<file path="src/rtl/execute_stage_if.sv">
// Execute-stage bus bundle: decode-stage inputs, external ALU hookup, condition codes and E->M outputs.
// perf_ops/perf_bubbles exist only when EXEC_PERF_CNT_EN is defined.
interface execute_stage_if;
    // No valid/ready flow control: both pipeline registers load every edge,
    // and E_bubble/M_bubble replace the incoming word with a NOP bubble.
    logic        E_bubble;
    logic        M_bubble;
    logic [1:0]  d_stat;
    logic [3:0]  d_icode;
    logic [3:0]  d_ifun;
    logic [63:0] d_valC;
    logic [63:0] d_valA;
    logic [63:0] d_valB;
    logic [3:0]  d_dstE;
    logic [3:0]  d_dstM;
    logic [1:0]  m_stat;
    logic [1:0]  W_stat;
    logic [1:0]  alu_ctrl;
    logic [63:0] alu_a;
    logic [63:0] alu_b;
    logic [63:0] alu_result;
    logic        alu_ovf;
    logic        e_Cnd;
    logic [63:0] e_valE;
    logic [3:0]  e_dstE;
    logic        cc_zf;
    logic        cc_sf;
    logic        cc_of;
    logic [1:0]  M_stat;
    logic [3:0]  M_icode;
    logic        M_Cnd;
    logic [63:0] M_valE;
    logic [63:0] M_valA;
    logic [3:0]  M_dstE;
    logic [3:0]  M_dstM;
`ifdef EXEC_PERF_CNT_EN
    logic [31:0] perf_ops;
    logic [31:0] perf_bubbles;
`endif

    modport master (
        output E_bubble, M_bubble, d_stat, d_icode, d_ifun, d_valC, d_valA, d_valB,
               d_dstE, d_dstM, m_stat, W_stat, alu_result, alu_ovf,
        input  alu_ctrl, alu_a, alu_b, e_Cnd, e_valE, e_dstE, cc_zf, cc_sf, cc_of,
`ifdef EXEC_PERF_CNT_EN
               perf_ops, perf_bubbles,
`endif
               M_stat, M_icode, M_Cnd, M_valE, M_valA, M_dstE, M_dstM
    );

    modport slave (
        input  E_bubble, M_bubble, d_stat, d_icode, d_ifun, d_valC, d_valA, d_valB,
               d_dstE, d_dstM, m_stat, W_stat, alu_result, alu_ovf,
        output alu_ctrl, alu_a, alu_b, e_Cnd, e_valE, e_dstE, cc_zf, cc_sf, cc_of,
`ifdef EXEC_PERF_CNT_EN
               perf_ops, perf_bubbles,
`endif
               M_stat, M_icode, M_Cnd, M_valE, M_valA, M_dstE, M_dstM
    );
endinterface

</file>
<file path="src/rtl/execute_stage.sv">
// Y86-64 execute stage: D->E register, ALU operand steering, CC register, condition evaluation, E->M register.
// Optional EXEC_PERF_CNT_EN adds OPq and M-bubble event counters.
module execute_stage (
    input  logic           clk,
    input  logic           rst,
    execute_stage_if.slave bus
);
    localparam logic [3:0] RNONE    = 4'hF;
    localparam logic [1:0] STAT_AOK = 2'd0;
    localparam logic [3:0] I_NOP    = 4'h1;
    localparam logic [3:0] I_CMOV   = 4'h2;
    localparam logic [3:0] I_IRMOV  = 4'h3;
    localparam logic [3:0] I_RMMOV  = 4'h4;
    localparam logic [3:0] I_MRMOV  = 4'h5;
    localparam logic [3:0] I_OP     = 4'h6;
    localparam logic [3:0] I_JXX    = 4'h7;
    localparam logic [3:0] I_CALL   = 4'h8;
    localparam logic [3:0] I_RET    = 4'h9;
    localparam logic [3:0] I_PUSH   = 4'hA;
    localparam logic [3:0] I_POP    = 4'hB;

    logic [1:0]  e_stat_q, e_stat_d;
    logic [3:0]  e_icode_q, e_icode_d, e_ifun_q, e_ifun_d;
    logic [63:0] e_valc_q, e_valc_d, e_vala_q, e_vala_d, e_valb_q, e_valb_d;
    logic [3:0]  e_dste_q, e_dste_d, e_dstm_q, e_dstm_d;

    logic [1:0]  m_stat_q, m_stat_d;
    logic [3:0]  m_icode_q, m_icode_d;
    logic        m_cnd_q, m_cnd_d;
    logic [63:0] m_vale_q, m_vale_d, m_vala_q, m_vala_d;
    logic [3:0]  m_dste_q, m_dste_d, m_dstm_q, m_dstm_d;

    logic        cc_zf_q, cc_zf_d, cc_sf_q, cc_sf_d, cc_of_q, cc_of_d;
    logic [63:0] alu_a_op, alu_b_op;
    logic        cond, lt, e_cnd, set_cc;
    logic [3:0]  e_dste_sel;

    always_comb begin
        e_stat_d  = bus.d_stat;
        e_icode_d = bus.d_icode;
        e_ifun_d  = bus.d_ifun;
        e_valc_d  = bus.d_valC;
        e_vala_d  = bus.d_valA;
        e_valb_d  = bus.d_valB;
        e_dste_d  = bus.d_dstE;
        e_dstm_d  = bus.d_dstM;
        if (bus.E_bubble) begin
            e_stat_d  = STAT_AOK;
            e_icode_d = I_NOP;
            e_ifun_d  = 4'h0;
            e_valc_d  = '0;
            e_vala_d  = '0;
            e_valb_d  = '0;
            e_dste_d  = RNONE;
            e_dstm_d  = RNONE;
        end
    end

    always_ff @(posedge clk) begin
        if (rst) begin
            e_stat_q  <= STAT_AOK;
            e_icode_q <= I_NOP;
            e_ifun_q  <= 4'h0;
            e_valc_q  <= '0;
            e_vala_q  <= '0;
            e_valb_q  <= '0;
            e_dste_q  <= RNONE;
            e_dstm_q  <= RNONE;
        end else begin
            e_stat_q  <= e_stat_d;
            e_icode_q <= e_icode_d;
            e_ifun_q  <= e_ifun_d;
            e_valc_q  <= e_valc_d;
            e_vala_q  <= e_vala_d;
            e_valb_q  <= e_valb_d;
            e_dste_q  <= e_dste_d;
            e_dstm_q  <= e_dstm_d;
        end
    end

    // aluA/aluB in Y86 naming; the ALU sees them swapped so subq yields valB-valA.
    always_comb begin
        case (e_icode_q)
            I_CMOV, I_OP:              alu_a_op = e_vala_q;
            I_IRMOV, I_RMMOV, I_MRMOV: alu_a_op = e_valc_q;
            I_CALL, I_PUSH:            alu_a_op = 64'hFFFF_FFFF_FFFF_FFF8;
            I_RET, I_POP:              alu_a_op = 64'd8;
            default:                   alu_a_op = '0;
        endcase
        case (e_icode_q)
            I_RMMOV, I_MRMOV, I_OP, I_CALL, I_RET, I_PUSH, I_POP: alu_b_op = e_valb_q;
            default:                                             alu_b_op = '0;
        endcase
    end

    assign bus.alu_a    = alu_b_op;
    assign bus.alu_b    = alu_a_op;
    assign bus.alu_ctrl = (e_icode_q == I_OP) ? e_ifun_q[1:0] : 2'b00;
    assign bus.e_valE   = bus.alu_result;

    always_comb begin
        lt = cc_sf_q ^ cc_of_q;
        case (e_ifun_q)
            4'h0:    cond = 1'b1;
            4'h1:    cond = lt | cc_zf_q;
            4'h2:    cond = lt;
            4'h3:    cond = cc_zf_q;
            4'h4:    cond = !cc_zf_q;
            4'h5:    cond = !lt;
            4'h6:    cond = !lt && !cc_zf_q;
            default: cond = 1'b0;
        endcase
    end

    assign e_cnd      = ((e_icode_q == I_CMOV) || (e_icode_q == I_JXX)) && cond;
    assign e_dste_sel = ((e_icode_q == I_CMOV) && !e_cnd) ? RNONE : e_dste_q;
    assign bus.e_Cnd  = e_cnd;
    assign bus.e_dstE = e_dste_sel;

    // An excepting instruction further down must not see CC changed by a younger OPq.
    assign set_cc = (e_icode_q == I_OP) && (bus.m_stat == STAT_AOK) && (bus.W_stat == STAT_AOK);

    always_comb begin
        cc_zf_d = cc_zf_q;
        cc_sf_d = cc_sf_q;
        cc_of_d = cc_of_q;
        if (set_cc) begin
            cc_zf_d = (bus.alu_result == 64'd0);
            cc_sf_d = bus.alu_result[63];
            cc_of_d = bus.alu_ovf;
        end
    end

    always_comb begin
        m_stat_d  = e_stat_q;
        m_icode_d = e_icode_q;
        m_cnd_d   = e_cnd;
        m_vale_d  = bus.alu_result;
        m_vala_d  = e_vala_q;
        m_dste_d  = e_dste_sel;
        m_dstm_d  = e_dstm_q;
        if (bus.M_bubble) begin
            m_stat_d  = STAT_AOK;
            m_icode_d = I_NOP;
            m_cnd_d   = 1'b0;
            m_vale_d  = '0;
            m_vala_d  = '0;
            m_dste_d  = RNONE;
            m_dstm_d  = RNONE;
        end
    end

    always_ff @(posedge clk) begin
        if (rst) begin
            cc_zf_q   <= 1'b1;
            cc_sf_q   <= 1'b0;
            cc_of_q   <= 1'b0;
            m_stat_q  <= STAT_AOK;
            m_icode_q <= I_NOP;
            m_cnd_q   <= 1'b0;
            m_vale_q  <= '0;
            m_vala_q  <= '0;
            m_dste_q  <= RNONE;
            m_dstm_q  <= RNONE;
        end else begin
            cc_zf_q   <= cc_zf_d;
            cc_sf_q   <= cc_sf_d;
            cc_of_q   <= cc_of_d;
            m_stat_q  <= m_stat_d;
            m_icode_q <= m_icode_d;
            m_cnd_q   <= m_cnd_d;
            m_vale_q  <= m_vale_d;
            m_vala_q  <= m_vala_d;
            m_dste_q  <= m_dste_d;
            m_dstm_q  <= m_dstm_d;
        end
    end

    assign bus.cc_zf   = cc_zf_q;
    assign bus.cc_sf   = cc_sf_q;
    assign bus.cc_of   = cc_of_q;
    assign bus.M_stat  = m_stat_q;
    assign bus.M_icode = m_icode_q;
    assign bus.M_Cnd   = m_cnd_q;
    assign bus.M_valE  = m_vale_q;
    assign bus.M_valA  = m_vala_q;
    assign bus.M_dstE  = m_dste_q;
    assign bus.M_dstM  = m_dstm_q;

`ifdef EXEC_PERF_CNT_EN
    logic [31:0] perf_ops_q, perf_ops_d, perf_bubbles_q, perf_bubbles_d;

    assign perf_ops_d     = perf_ops_q + ((e_icode_q == I_OP) ? 32'd1 : 32'd0);
    assign perf_bubbles_d = perf_bubbles_q + (bus.M_bubble ? 32'd1 : 32'd0);

    always_ff @(posedge clk) begin
        if (rst) begin
            perf_ops_q     <= '0;
            perf_bubbles_q <= '0;
        end else begin
            perf_ops_q     <= perf_ops_d;
            perf_bubbles_q <= perf_bubbles_d;
        end
    end

    assign bus.perf_ops     = perf_ops_q;
    assign bus.perf_bubbles = perf_bubbles_q;
`endif
endmodule

</file>
<file path="src/flat_wrapper.sv">
// flat-port wrapper written by rule: the top's interface ports become plain ports
module execute_stage_flat 
  (clk, rst, bus_E_bubble, bus_M_bubble, bus_d_stat, bus_d_icode, bus_d_ifun, bus_d_valC, bus_d_valA, bus_d_valB, bus_d_dstE, bus_d_dstM, bus_m_stat, bus_W_stat, bus_alu_result, bus_alu_ovf, bus_alu_ctrl, bus_alu_a, bus_alu_b, bus_e_Cnd, bus_e_valE, bus_e_dstE, bus_cc_zf, bus_cc_sf, bus_cc_of, bus_M_stat, bus_M_icode, bus_M_Cnd, bus_M_valE, bus_M_valA, bus_M_dstE, bus_M_dstM);
  execute_stage_if bus_i ();
  input  logic clk;
  input  logic rst;
  input wire logic [$bits(bus_i.E_bubble)-1:0] bus_E_bubble;
  input wire logic [$bits(bus_i.M_bubble)-1:0] bus_M_bubble;
  input wire logic [$bits(bus_i.d_stat)-1:0] bus_d_stat;
  input wire logic [$bits(bus_i.d_icode)-1:0] bus_d_icode;
  input wire logic [$bits(bus_i.d_ifun)-1:0] bus_d_ifun;
  input wire logic [$bits(bus_i.d_valC)-1:0] bus_d_valC;
  input wire logic [$bits(bus_i.d_valA)-1:0] bus_d_valA;
  input wire logic [$bits(bus_i.d_valB)-1:0] bus_d_valB;
  input wire logic [$bits(bus_i.d_dstE)-1:0] bus_d_dstE;
  input wire logic [$bits(bus_i.d_dstM)-1:0] bus_d_dstM;
  input wire logic [$bits(bus_i.m_stat)-1:0] bus_m_stat;
  input wire logic [$bits(bus_i.W_stat)-1:0] bus_W_stat;
  input wire logic [$bits(bus_i.alu_result)-1:0] bus_alu_result;
  input wire logic [$bits(bus_i.alu_ovf)-1:0] bus_alu_ovf;
  output wire logic [$bits(bus_i.alu_ctrl)-1:0] bus_alu_ctrl;
  output wire logic [$bits(bus_i.alu_a)-1:0] bus_alu_a;
  output wire logic [$bits(bus_i.alu_b)-1:0] bus_alu_b;
  output wire logic [$bits(bus_i.e_Cnd)-1:0] bus_e_Cnd;
  output wire logic [$bits(bus_i.e_valE)-1:0] bus_e_valE;
  output wire logic [$bits(bus_i.e_dstE)-1:0] bus_e_dstE;
  output wire logic [$bits(bus_i.cc_zf)-1:0] bus_cc_zf;
  output wire logic [$bits(bus_i.cc_sf)-1:0] bus_cc_sf;
  output wire logic [$bits(bus_i.cc_of)-1:0] bus_cc_of;
  output wire logic [$bits(bus_i.M_stat)-1:0] bus_M_stat;
  output wire logic [$bits(bus_i.M_icode)-1:0] bus_M_icode;
  output wire logic [$bits(bus_i.M_Cnd)-1:0] bus_M_Cnd;
  output wire logic [$bits(bus_i.M_valE)-1:0] bus_M_valE;
  output wire logic [$bits(bus_i.M_valA)-1:0] bus_M_valA;
  output wire logic [$bits(bus_i.M_dstE)-1:0] bus_M_dstE;
  output wire logic [$bits(bus_i.M_dstM)-1:0] bus_M_dstM;
  assign bus_i.E_bubble = bus_E_bubble;
  assign bus_i.M_bubble = bus_M_bubble;
  assign bus_i.d_stat = bus_d_stat;
  assign bus_i.d_icode = bus_d_icode;
  assign bus_i.d_ifun = bus_d_ifun;
  assign bus_i.d_valC = bus_d_valC;
  assign bus_i.d_valA = bus_d_valA;
  assign bus_i.d_valB = bus_d_valB;
  assign bus_i.d_dstE = bus_d_dstE;
  assign bus_i.d_dstM = bus_d_dstM;
  assign bus_i.m_stat = bus_m_stat;
  assign bus_i.W_stat = bus_W_stat;
  assign bus_i.alu_result = bus_alu_result;
  assign bus_i.alu_ovf = bus_alu_ovf;
  assign bus_alu_ctrl = bus_i.alu_ctrl;
  assign bus_alu_a = bus_i.alu_a;
  assign bus_alu_b = bus_i.alu_b;
  assign bus_e_Cnd = bus_i.e_Cnd;
  assign bus_e_valE = bus_i.e_valE;
  assign bus_e_dstE = bus_i.e_dstE;
  assign bus_cc_zf = bus_i.cc_zf;
  assign bus_cc_sf = bus_i.cc_sf;
  assign bus_cc_of = bus_i.cc_of;
  assign bus_M_stat = bus_i.M_stat;
  assign bus_M_icode = bus_i.M_icode;
  assign bus_M_Cnd = bus_i.M_Cnd;
  assign bus_M_valE = bus_i.M_valE;
  assign bus_M_valA = bus_i.M_valA;
  assign bus_M_dstE = bus_i.M_dstE;
  assign bus_M_dstM = bus_i.M_dstM;
  execute_stage u_core (.clk(clk), .rst(rst), .bus(bus_i));
endmodule
</file>
<file path="config.mk">
export PLATFORM = sky130hd
export DESIGN_NAME = execute_stage_flat
export DESIGN_NICKNAME = d
export VERILOG_FILES = /design/src/rtl/execute_stage_if.sv /design/src/rtl/execute_stage.sv /design/src/flat_wrapper.sv
export SDC_FILE = /design/constraint.sdc
export NUM_CORES = 1
export LEC_CHECK = 0
export CORE_AREA = 2 2 248 250
export DETAILED_ROUTE_END_ITERATION = 12
export DIE_AREA = 0 0 250 252
export GPL_TIMING_DRIVEN = 0
export PLACE_DENSITY = 0.45
export SLEW_MARGIN = 20
export SYNTH_ARGS = -nofsm -noshare
export SYNTH_HDL_FRONTEND = slang
export SYNTH_SLANG_ARGS = --single-unit
</file>
<file path="constraint.sdc">
create_clock -name clk -period 2.9 [get_ports clk]
set_clock_uncertainty 0.05 [all_clocks]
set_input_delay 0.87 -clock clk [delete_from_list [all_inputs] [get_ports clk]]
set_output_delay 0.87 -clock clk [all_outputs]
set_load 0.01 [all_outputs]
</file>
After elaboration in Yosys (flattened, before gate mapping)
Cells that the tools add are included.

operators by class
  equality and inequality tests = 16
  $lt $le $gt $ge = 0
  shifts and indexed selects = 0
  reduce and logical (&&, ||, !) cells = 20
  bitwise operators = 2
  muxes and demuxes = 5
  divide/modulo/power cells = 0
  add/subtract/negate cells = 0
  multiply operators = 0

operators by type and width
  kind                                           count
  one-hot mux 64 bit (4 select lines)            1
  logical NOT 64 bit                             1
  2-to-1 mux 64 bit                              1
  == test 4 x 3 -> 1 bit, second input constant  7
  == test 4 x 2 -> 1 bit, second input constant  4
  == test 4 bit, second input constant           4
  OR reduction 2 bit                             5
  one-hot mux 1 bit (7 select lines)             1
  OR reduction 7 bit                             1
  logical AND 1 bit                              5
  == test 4 x 1 -> 1 bit, second input constant  1
  logical NOT 2 bit                              2
  logical NOT 4 bit                              1
  2-to-1 mux 4 bit                               1
  logical NOT 1 bit                              3
  OR reduction 3 bit                             1
  2-to-1 mux 2 bit                               1
  logical OR 1 bit                               1
  OR 1 bit                                       1
  XOR 1 bit                                      1

storage, ports and cells
  memories kept = 0
  RAM bits = 0
  memory bits (read-only) = 0
  word-level logic and storage cells = 61
  output and inout bits = 345
  bits of input ports = 283
  latch bits = 0
  flip-flop bits (word level) = 356

Logic depth before layout (Yosys ltp)
  word-level depth = 8
  mapped depth = 5
  depth with buffers taken out = 4

Worst setup path before layout
Ideal clock, no wire load.

  path kind = register to output
  from = register u_core.e_icode_q[0]
  to = output bus_alu_b[13]
  path slack = 655 ps
  arrival = 1325 ps
  cell stages (with the launch flop) = 6
  buffers on the path = 1
  required time = 1980 ps
  path through = dfxtp_1 nand2_1 mux2_2 nor2_4 buf_4 a221o_1

between the ends
  cells in the longest elaborated chain, start to end = 3
  elaborated cells between the ends (all ways) = 14
  classes of those cells = eq/ne (9); mux (1); reduce/logical (4)

ends and longest elaborated chain
  what                                                             RTL line             source
  start: declaration                                               execute_stage.sv:23  logic [3:0] e_icode_q, e_icode_d, e_ifun_q, e_ifun_d;
  start signal: assignment                                         execute_stage.sv:71  e_icode_q <= e_icode_d;
  == test 4 x 2 -> 1 bit, or another cell as far along             execute_stage.sv:83  case (e_icode_q)
  OR reduction 3 bit / OR reduction 2 bit (equally long branches)  execute_stage.sv:83
  one-hot mux 64 bit (4 select lines) (*)                          execute_stage.sv:83
  end: declaration                                                 flat_wrapper.sv:23   output wire logic [$bits(bus_i.alu_b)-1:0] bus_alu_b;

Mark *: on every way between the ends. The rest lies on a longest branch, timed or not.

Worst setup path in the final report
  from = register u_core.e_icode_q[2]
  to = output bus_alu_b[38]

Same word-level chain as after synthesis.

==> summary.md <==
| Metric | Value |
|---|---|
| Die width | `250 um` |
| Synth warn | `0` |
| DRT Pass-1 Iters | `4` |
| Initial Utilization | `19.22%` |
| Synth top area share | `61.67%` |
| Switch share | `23.11%` |
| Post-route antenna net violation count | `0` |
| Dpl hpwl | `38.99 mm` |
| Outcome | `finished, violations left` |
| RSZ-0062 raised after global routing | `true` |
| Hold Fails Final Rpt | `0` |
| Largest net degree at the start of global routing | `13` |
| Max-cap violations | `0` |
| Placeable Area | `60130 um2` |
| CP Class | `reg -> out` |
| Slew headroom | `34.32%` |
| Setup violators final | `106` |
| Measured slew at the worst slew-check pin | `0.9762 ns` |
| Peak VDD IR | `0.2979 mV` |
| Netlist Area Pre-Place | `11560 um2` |
| Clock network fraction of design power | `46.1%` |
| Crit. End Element | `primary output` |
| FF-to-FF Start | `u_core.e_icode_q[3]` |
| Setup TNS | `-8.346 ns` |
| Final period utilization | `106.1%` |
| Avg Cell Area, Syn | `11.18 um2` |
| Leading area contributor after synthesis | `dfxtp_1` |
| Internal power | `9.194 mW` |
| CTS Sinks | `356` |
| Required time of the critical path | `1.98 ns` |
| CTS root buf | `clkbuf_16` |
| Post-synthesis cell type count | `36` |
| Number of port buffers | `627` |
| Die Footprint | `63000 um2` |
| Via count | `9800` |
| Comb pwr share | `11.1%` |
| Seq cells post-synth | `356` |
| Finished Core Util | `35.01%` |
| Power Density | `567.9 nW/um2` |
| Hold Crit Start | `u_core.e_dstm_q[2]` |
| Crit Path Max Fanout | `6` |
| Seq/Total Area, Yosys | `61.67%` |
| GR Overflow Total | `0` |
| Mapped Nets | `1317` |
| Worst-Skew Late Latency | `0.58 ns` |
| Setup ws final | `-0.1757 ns` |
| Hold buffer count at cts | `0` |
| Post-layout min period | `3.076 ns` |
| Sequential share of power | `42.8%` |
| Clk pin slew, worst setup/hold paths | `0.06 ns` |
| Pleak | `8.658 nW` |
| Max Clock Freq | `0.3251 GHz` |
| WL/cell | `20.15 um` |
| NetSw | `2.763 mW` |
| Fillcell total | `6072` |
| Startpoint Class | `flip-flop` |
| Num CTS Buffers | `44` |
| Initial antenna violation count | `6` |
| Worst hold slack | `0.3501 ns` |
| Count of final max-slew check failures | `0` |
| First-pass GRT wire length | `71.97 mm` |
| Violated checks | `setup timing` |
| Post-Synthesis Cells | `1034` |
| Crit path from | `u_core.e_icode_q[2]` |
| GPL Wtd Cong | `0.8144` |
| Final instance area | `21050 um2` |
| Rows | `90` |
| # H-tree levels | `2` |
| P&R area growth vs syn | `82.19%` |
| Final WL | `51.57 mm` |
| DRC viols | `0` |
| Clk buf depth | `3` |
| TritonCTS clock tree | `yes` |
| NumNets Final | `2030` |
| Iteration-0 DRC Markers | `256` |
| Vias/cell | `3.828` |
| Commonest non-fill, non-tap cell in the layout | `clkdlybuf4s50_1` |
| Largest cells by area after synthesis | `dfxtp_1 62%, and2_1 18%, a221o_1 5.2%, buf_4 4.5%, nor2b_1 3.6%` |
| Gr usage total | `15.74%` |
| Most frequent cells in the layout | `428 x clkdlybuf4s50_1, 347 x dfxtp_1, 333 x and2_1` |
| Placed cell area | `18810 um2` |
| CP arrival | `2.16 ns` |
| HP Class | `reg -> reg` |
| Die H | `252 um` |
| Num ports | `628` |
| Ratio of cells with drive above 1 in the final layout | `22.79%` |
| Vias in the first global route | `10303` |
per-layer routing:
layer / share of wire (%) / wire length, um / global-route usage (%)
met5: 0.043 / 22 / 0
met4: 2.8 / 1446 / 4.962
met3: 8.8 / 4518 / 6.231
met2: 51 / 26300 / 28.65
met1: 37 / 19290 / 16.59
critical path, stage by stage (launching register included):
cell	delay, ns
dfxtp_4	0.39
inv_6	0.09
mux2_4	0.31
nor2_4	0.12
buf_6	0.17
buf_16	0.13
a221o_1	0.21
buf_6	0.13
state kept, by name (all words and copies together) (netlist names), 4 cells and up:
signal	count
u_core.bus.M_valA	64
u_core.bus.M_valE	64
u_core.e_vala_q	64
u_core.e_valb_q	64
u_core.e_valc_q	64
u_core.bus.M_dstE	4
u_core.bus.M_dstM	4
u_core.bus.M_icode	4
u_core.e_dste_q	4
u_core.e_dstm_q	4
u_core.e_icode_q	4
u_core.e_ifun_q	4
power groups by stage:
| stage | Combinational (mW) | Clock [mW] | Sequential (mW) |
|---|---|---|---|
| 3_5_place_dp | 1.24 | 0 | 5.23 |
| 2_1_floorplan | 0.359 | 0 | 5.24 |
| 3_3_place_gp | 1.24 | 0 | 5.23 |
| 5_1_grt | 1.42 | 5.93 | 5.14 |
| 4_1_cts | 1.29 | 5.73 | 5.12 |
| 6_report | 1.33 | 5.51 | 5.12 |
through the flow:
step	total power [mW]	std cells	setup WS, ns
after floorplan	5.597	1034	0.6552
after global placement	6.466	2443	-0.9955
after detailed placement	6.469	2443	-1.024
after CTS	12.15	2544	-0.2873
after global routing	12.49	2559	-0.2666
final	11.96	2560	-0.1757
area by class of cell:
cell class              instances  area [um2]  area share (%)
flip-flops and latches        356        7156           33.99
clock buffers                  65        1280           6.080
repair buffers                667        6396           30.38
clock inverters                11       165.2          0.7845
diodes                          1       2.502         0.01189
well taps                     782       978.4           4.647
inverters                       2       12.51         0.05943
plain buffers                 127        1020           4.843
multi-input cells             549        4044           19.21
logic make-up after synthesis:
| family | after synthesis | synth area share (%) |
|---|---|---|
| simple gates | 462 | 24.87 |
| flops | 356 | 61.67 |
| buf+inv | 130 | 6.594 |
| compound gates | 81 | 6.442 |
| mux | 3 | 0.2707 |
| xor+xnor | 2 | 0.1516 |
Yosys cell counts (all sizes together):
library cell / instances
a31oi: 1
nand3: 1
nor4b: 1
nor2: 12
o21bai: 4
a21oi: 3
nor4: 17
clkbuf: 49
a211o: 1
nand2: 2
or2: 2
nor2b: 66
nand2b: 3
and3b: 1
nand4: 4
and3: 3
o21ai: 7
xor2: 1
dfxtp: 356
nor3b: 1
a221o: 60
buf: 79
mux2i: 2
xnor2: 1
or3: 14
and2: 334
or4: 1
mux2: 1
o211a: 1
a22o: 3
inv: 2
a32oi: 1
timing repair:
item                       4_1_cts  5_1_grt
pin swaps                       32       27
cloned                           3        4
setup buffers                   23       12
setup endpoints to repair      290      141
resized for setup              775      106
path summary, 6_finish.rpt:
kind	to	slack (ns)	depth (start not counted)
worst max-delay path	bus_alu_b[38]	-0.18	7
worst min-delay path	u_core.bus.M_dstM[2]	0.35	1
worst max register to register	u_core.bus.M_dstE[1]	1.30	6
worst min register to register	u_core.bus.M_dstM[2]	0.35	1
(Power assumes the default switching activity.)
